$ cat config.mk
export PLATFORM = sky130hd
export DESIGN_NAME = npn_tt_capture_flat
export DESIGN_NICKNAME = d
export VERILOG_FILES = /design/src/rtl/npn_tt_capture_if.sv /design/src/rtl/npn_tt_capture.sv /design/src/flat_wrapper.sv
export SDC_FILE = /design/constraint.sdc
export NUM_CORES = 1
export LEC_CHECK = 0
export ABC_CLOCK_PERIOD_IN_PS = 6980
export BUFFER_PORTS_ARGS = -buffer_cell sky130_fd_sc_hd__buf_2
export CORE_ASPECT_RATIO = 1.2
export CORE_UTILIZATION = 58
export CTS_BUF_LIST = sky130_fd_sc_hd__clkbuf_16
export CTS_CLUSTER_SIZE = 10
export DETAILED_ROUTE_END_ITERATION = 10
export GPL_TIMING_DRIVEN = 0
export PLACE_DENSITY_LB_ADDON = 0.15
export REMOVE_ABC_BUFFERS = 1
export SKIP_CTS_REPAIR_TIMING = 1
export SLEW_MARGIN = 20
export SYNTH_ARGS = -nofsm -noshare
export SYNTH_HDL_FRONTEND = slang
export SYNTH_SLANG_ARGS = --single-unit
$ cat constraint.sdc
create_clock -name clk -period 6.98 [get_ports clk]
set_clock_uncertainty 0.15 [all_clocks]
set_input_delay 1.396 -clock clk [delete_from_list [all_inputs] [get_ports clk]]
set_output_delay 1.396 -clock clk [all_outputs]
set_load 0.05 [all_outputs]
$ cat src/rtl/npn_tt_capture_if.sv
// Signal bundle between the truth-table capture block and the bench that drives
// start/tt_exp and closes the loop from x_out back to y_in through a netlist.
interface npn_tt_capture_if;
    logic        start;
    logic [15:0] tt_exp;
    logic [3:0]  x_out;
    logic        y_in;
    logic        busy;
    logic        done;
    logic [15:0] tt;
    logic [4:0]  ones;
    logic        match;
    logic        out_neg;

    modport slave (
        input  start, tt_exp, y_in,
        output x_out, busy, done, tt, ones, match, out_neg
    );

    modport master (
        output start, tt_exp, y_in,
        input  x_out, busy, done, tt, ones, match, out_neg
    );
endinterface

$ cat src/rtl/npn_tt_capture.sv
// Walks minterms 0..15 onto a 4-input netlist and rebuilds its 16-bit truth table.
// Optional output normalisation (complement when popcount > 8) under NPN_TT_OUTNORM_EN.
module npn_tt_capture #(
    parameter int unsigned SETTLE_CYCLES = 0,
    parameter int unsigned CNT_W         = 4
) (
    input  logic           clk,
    input  logic           rst,
    npn_tt_capture_if.slave bus
);

    localparam logic [1:0] ST_IDLE = 2'd0;
    localparam logic [1:0] ST_HOLD = 2'd1;
    localparam logic [1:0] ST_FIN  = 2'd2;

    localparam logic [CNT_W-1:0] CNT_RELOAD = CNT_W'(SETTLE_CYCLES);
    localparam logic [CNT_W-1:0] CNT_ONE    = CNT_W'(1);

    logic [1:0]       state_r;
    logic [3:0]       m_r;
    logic [CNT_W-1:0] cnt_r;
    logic [15:0]      exp_r;
    logic [15:0]      tt_r;
    logic [4:0]       ones_r;
    logic             match_r;
    logic             out_neg_r;
    logic             busy_r;
    logic             done_r;
    logic [3:0]       x_out_r;

    logic [15:0]      full_s;
    logic [4:0]       raw_ones_s;

    function automatic logic [4:0] popcount16(input logic [15:0] v);
        logic [4:0] s;
        s = 5'd0;
        for (int i = 0; i < 16; i++) begin
            s = s + {4'd0, v[i]};
        end
        return s;
    endfunction

    // Table as it will look once the current minterm's sample is written in.
    always_comb begin
        full_s        = tt_r;
        full_s[m_r]   = bus.y_in;
        raw_ones_s    = popcount16(full_s);
    end

    // Capture sequencer; FIN behaves like IDLE so a start in the done cycle is taken.
    always_ff @(posedge clk or posedge rst) begin
        if (rst) begin
            state_r   <= ST_IDLE;
            m_r       <= 4'd0;
            cnt_r     <= '0;
            exp_r     <= 16'd0;
            tt_r      <= 16'd0;
            ones_r    <= 5'd0;
            match_r   <= 1'b0;
            out_neg_r <= 1'b0;
            busy_r    <= 1'b0;
            done_r    <= 1'b0;
            x_out_r   <= 4'd0;
        end else begin
            case (state_r)
                ST_IDLE, ST_FIN: begin
                    done_r  <= 1'b0;
                    x_out_r <= 4'd0;
                    if (bus.start) begin
                        exp_r     <= bus.tt_exp;
                        tt_r      <= 16'd0;
                        ones_r    <= 5'd0;
                        match_r   <= 1'b0;
                        out_neg_r <= 1'b0;
                        m_r       <= 4'd0;
                        cnt_r     <= CNT_RELOAD;
                        busy_r    <= 1'b1;
                        state_r   <= ST_HOLD;
                    end else begin
                        busy_r    <= 1'b0;
                        state_r   <= ST_IDLE;
                    end
                end
                ST_HOLD: begin
                    if (cnt_r != '0) begin
                        cnt_r <= cnt_r - CNT_ONE;
                    end else begin
                        tt_r <= full_s;
                        if (m_r != 4'd15) begin
                            m_r     <= m_r + 4'd1;
                            x_out_r <= m_r + 4'd1;
                            cnt_r   <= CNT_RELOAD;
                        end else begin
                            state_r <= ST_FIN;
                            busy_r  <= 1'b0;
                            x_out_r <= 4'd0;
                            done_r  <= 1'b1;
                            match_r <= (full_s == exp_r);
`ifdef NPN_TT_OUTNORM_EN
                            if (raw_ones_s > 5'd8) begin
                                tt_r      <= ~full_s;
                                ones_r    <= 5'd16 - raw_ones_s;
                                out_neg_r <= 1'b1;
                            end else begin
                                ones_r    <= raw_ones_s;
                                out_neg_r <= 1'b0;
                            end
`else
                            ones_r    <= raw_ones_s;
                            out_neg_r <= 1'b0;
`endif
                        end
                    end
                end
                default: begin
                    state_r <= ST_IDLE;
                    busy_r  <= 1'b0;
                    done_r  <= 1'b0;
                    x_out_r <= 4'd0;
                end
            endcase
        end
    end

    assign bus.x_out   = x_out_r;
    assign bus.busy    = busy_r;
    assign bus.done    = done_r;
    assign bus.tt      = tt_r;
    assign bus.ones    = ones_r;
    assign bus.match   = match_r;
    assign bus.out_neg = out_neg_r;

endmodule

$ cat src/flat_wrapper.sv
// flat-port wrapper written by rule: the top's interface ports become plain ports
module npn_tt_capture_flat 
#(
    parameter int unsigned SETTLE_CYCLES = 0,
    parameter int unsigned CNT_W         = 4
)
  (clk, rst, bus_start, bus_tt_exp, bus_y_in, bus_x_out, bus_busy, bus_done, bus_tt, bus_ones, bus_match, bus_out_neg);
  npn_tt_capture_if bus_i ();
  input  logic clk;
  input  logic rst;
  input wire logic [$bits(bus_i.start)-1:0] bus_start;
  input wire logic [$bits(bus_i.tt_exp)-1:0] bus_tt_exp;
  input wire logic [$bits(bus_i.y_in)-1:0] bus_y_in;
  output wire logic [$bits(bus_i.x_out)-1:0] bus_x_out;
  output wire logic [$bits(bus_i.busy)-1:0] bus_busy;
  output wire logic [$bits(bus_i.done)-1:0] bus_done;
  output wire logic [$bits(bus_i.tt)-1:0] bus_tt;
  output wire logic [$bits(bus_i.ones)-1:0] bus_ones;
  output wire logic [$bits(bus_i.match)-1:0] bus_match;
  output wire logic [$bits(bus_i.out_neg)-1:0] bus_out_neg;
  assign bus_i.start = bus_start;
  assign bus_i.tt_exp = bus_tt_exp;
  assign bus_i.y_in = bus_y_in;
  assign bus_x_out = bus_i.x_out;
  assign bus_busy = bus_i.busy;
  assign bus_done = bus_i.done;
  assign bus_tt = bus_i.tt;
  assign bus_ones = bus_i.ones;
  assign bus_match = bus_i.match;
  assign bus_out_neg = bus_i.out_neg;
  npn_tt_capture #(.SETTLE_CYCLES(SETTLE_CYCLES), .CNT_W(CNT_W)) u_core (.clk(clk), .rst(rst), .bus(bus_i));
endmodule
Word-level counts from Yosys, hierarchy flattened. Cells that the tools add are included.

Register bits: 55. Bits of input ports: 20. Logic and storage cells: 86.

Add/subtract/negate cells: 17. $lt $le $gt $ge: 2. Equality and inequality tests: 9. Mux-type cells: 36. Reductions and logical operators: 11.

Operators with widths (number): $add A5 B1 Y5 (14); $mux W16 (2); $mux W4 (8); $pmux W16 S2 (1); $bwmux W16 (1); $eq A16 B16 Y1 (1); $pmux W4 S2 (2); $mux W5 (3); $mux W1 (11); $pmux W5 S2 (1); $reduce_and A4 Y1 (2); $ne A2 B2 Y1 const B (3); $pmux W1 S2 (3); $reduce_and A3 Y1 (2); $lt A4 B5 Y1 const B (1); $add A4 B1 Y4 const B (1); $demux W1 S4 (1); $ge A4 B1 Y1 const B (1); $mux W2 (2); $ne A4 B4 Y1 const B (1); $pmux W2 S2 (1); $reduce_and A2 Y1 (2); $reduce_bool A4 Y1 (1); $sub A4 B1 Y4 const B (1); other kinds (9) (9).

Logic depth before layout (Yosys ltp).
Word-level depth: 23. Mapped depth: 17. Mapped depth without buffers: 16.

Least setup slack after synthesis. OpenSTA, ideal clock, no wires.

Path kind: input to register. From: in bus_y_in. To: reg u_core.ones_r[4], in the netlist u_core.bus.ones[4]. Library setup time: 0.122 ns. Arrival: 5.633 ns. Path slack: 1.075 ns. Cell stages on the path: 15. Path buffers: 2. Cell sequence: clkbuf_1 -> clkbuf_1 -> mux2_2 -> ha_1 -> fa_1 -> fa_1 -> fa_1 -> inv_1 -> fa_1 -> fa_1 -> inv_1 -> fa_1 -> a21oi_1 -> nor2b_1 -> a32o_1.

Word-level cells in the longest chain between the ends: 19.

RTL lines: start: declaration (RTL line flat_wrapper.sv:13) `input wire logic [$bits(bus_i.y_in)-1:0] bus_y_in;`; $bwmux W16 * (RTL line npn_tt_capture.sv:46) `full_s[m_r] = bus.y_in;`; $add A1 B1 Y2 (RTL line npn_tt_capture.sv:38) `s = s + {4'd0, v[i]};`; $add A5 B1 Y5 (13 in series) (RTL line npn_tt_capture.sv:38); $add A5 B1 Y5 * (RTL line npn_tt_capture.sv:38); $mux W5 * (RTL line npn_tt_capture.sv:89) `if (m_r != 4'd15) begin`; $mux W5 * (RTL line npn_tt_capture.sv:85) `if (cnt_r != '0) begin`; $pmux W5 S2 * (RTL line npn_tt_capture.sv:65) `case (state_r)`; end signal: assignment (RTL line npn_tt_capture.sv:109) `ones_r <= raw_ones_s;`; end: declaration (RTL line npn_tt_capture.sv:24) `logic [4:0] ones_r;`.

Every way passes the cells marked *; elsewhere a longest branch is shown, timed or not. The select of a mux whose other input is x is not followed. A chain may end at the register's enable or synchronous reset.

Worst setup path after layout. Same ends and word-level chain as after synthesis.

==> out/qor.yml <==
route:
  drt-initial-drc-count: 275
  drt_pass1_iterations: 4
  viasPerCell: 5.82
  vias: 2844
  routedWlPerCell_um: 16.8
  antenna_left: 0
  wirelength_mm: 8.21
  drc_errors: 0
sta:
  timing.slew.headroom_pct: 35.9
  final-setup-viol-count: 0
  max_freq_mhz: 174
  setup_slack_ns: 1.22
  hold_viol_final: 0
  layout_min_cycle_time_ns: 5.76
  period_share_pct: 82.5
  rsz0062_at_grt: "no"
  whs_ns: 0.344
  worstMarginPinSlew_ns: 0.958
  slew_violations: 0
  setup_tns_ns: 0
layout:
  fin_cells: 489
  postLayoutCellArea_um2: 3830
  syn2layout_area_growth_pct: 12.8
  diodes: 0
  final_util_pct: 67.7
  nets: 449
  layout-drive-gt1-share_pct: 17.6
global_route:
  track_usage_pct: 29.0
  globalRouteMet3Util_pct: 4.11
  top_usage_layer: "met2"
  grt_pass1_vias: 2783
  antenna_found_initial: 0
  overflow: 0
  grt_pass1_wl_mm: 13.7
  grtUsageMet1_pct: 39.2
  grt_max_degree: 34
  gr-usage-met2_pct: 47.4
placed_design:
  dpl_worst_slack_ns: 0.951
  place_congestion: 0.883
  detailed_place_hpwl_mm: 5.86
  dp_cells: 481
  dpl_cell_area_um2: 3670
  io_buffers: 47
pwr:
  max-vdd-ir-drop_uv: 330
  p_switching_uw: 933
  p_leak_nw: 1.92
  clock_power_share_pct: 14.8
  p_sw_share_pct: 48.9
  total_power_mw: 1.91
  p_int_uw: 977
  p_comb_share_pct: 56.4
  power_density_nw_per_um2: 498
  pwr-share-seq_pct: 28.8
floorplan:
  die_h_um: 85.9
  ios: 49
  fp.dieW_um: 71.9
  coreArea_um2: 5670
  die_area_um2: 6170
  row_count: 30
  initial_core_util_pct: 60.0
synthesis:
  synth_top_area_share_pct: 38.3
  ys_seq_area_share_pct: 38.3
  synth.yosys.warnings: 0
  synth_most_common_cell: "nand2_1"
  synth_area_per_cell_um2: 9.04
  netlist_top_cells_count: "nand2_1, dfrtp_1, inv_1"
  synth_area_leaders: "dfrtp_1, nand2_1, fa_1"
  synth_cell_types: 48
  synthFlopType: "dfrtp_1"
  yosysTopAreaCell: "dfrtp_1"
  ys_ff_latch: 52
  synth-edff-count: 0
  synth_area_um2: 3400
  async_reset_ff_share_pct: 100
  synth_cells: 376
clock_network:
  insertion_delay_ns: 0.29
  cts_buffers: 5
  clock-sinks: 52
  root_buffer: "clkbuf_16"
  max-clock-path-buffers: 2
  tritoncts: "done"
  clk_pin_slew_ns: 0.07
  htree_levels: 2
critical_path:
  crit_fanout: 24
  worstPathArrival_ns: 5.79
  cp.required_ns: 7.01
  worst_setup_path_end_kind: "flop"
  start_kind: "input pin"
  worstSetupPathType: "input pin to flop"
run:
  maxCapViolations: 0
worst_hold_path:
  hold_path_class: "flop to flop"
status:
  status: "completed"
logic make-up after synthesis:
logic type	Yosys count	share of synthesized area [%]
adders and majority gates	21	9.93
buffers and inverters	50	6.11
DFF	52	38.3
other	1	0.110
and+or+nand+nor	152	22.5
AOI/OAI and AO/OA	68	13.9
xor gates and xnor gates	15	3.86
muxes	17	5.30
cells in the final DEF (no fill, tap or decap), types with 11 or more instances in the layout:
cell type  count
nand2_1       75
dfrtp_1       52
nand3_1       25
ha_1          11
inv_1         26
o21ai_0       19
buf_2         47
a21oi_1       13
mux2i_1       12
layer usage:
metal | up-vias | routed length, µm | part of all wire (%)
met5 | - | 0 | 0
met4 | 0 | 160 | 1.9
met3 | 11 | 395 | 4.8
met2 | 103 | 4010 | 49
met1 | 1376 | 3640 | 44
li1 | 1354 | - | -
sequential cells by signal, indices dropped and copies added (netlist names):
signal,count
u_core.bus.done,1
u_core.bus.match,1
u_core.bus.ones,5
u_core.bus.tt,16
u_core.bus.x_out,4
u_core.cnt_r,4
u_core.exp_r,16
u_core.m_r,4
u_core.state_r,1
power groups by stage:
stage	registers, mW	logic [mW]	clock network (mW)
finish	0.550	1.08	0.283
global route	0.565	1.22	0.293
CTS	0.545	1.08	0.285
detailed placement	0.547	1.07	0
global placement	0.544	1.04	0
floorplan	0.684	0.657	0
final timing paths:
check | start | endpoint | slack (ns) | cells past startpoint
hold / removal | u_core.bus.ones[2] | u_core.bus.ones[2] | 0.34 | 2
min in group asynchronous | rst | u_core.exp_r[7] | 1.00 | 2
hold reg to reg | u_core.bus.ones[2] | u_core.bus.ones[2] | 0.34 | 2
max in group asynchronous | rst | u_core.exp_r[9] | 5.14 | 3
setup / recovery | bus_y_in | u_core.bus.ones[4] | 1.22 | 14
setup reg to reg | u_core.m_r[0] | u_core.bus.ones[4] | 1.25 | 16
cell type report:
type | instances | area [µm²]
clock inverters | 3 | 38.8
flip-flops and latches | 52 | 1300
repair buffers | 49 | 270
multi-input cells | 274 | 1900
fillers | 467 | 1830
clock buffers | 5 | 125
well taps | 80 | 100
inverters | 26 | 97.6
critical path, stage by stage:
cell and delay [ns]:
buf_2 0.40, inv_1 0.27, o21ai_0 0.34, fa_1 0.50, fa_1 0.52, fa_1 0.55
inv_1 0.06, fa_1 0.57, fa_1 0.18, inv_1 0.07, fa_1 0.43, a21oi_1 0.18
nor2b_1 0.07, a32o_1 0.25
Note: power is estimated with default switching activity, not from simulation.
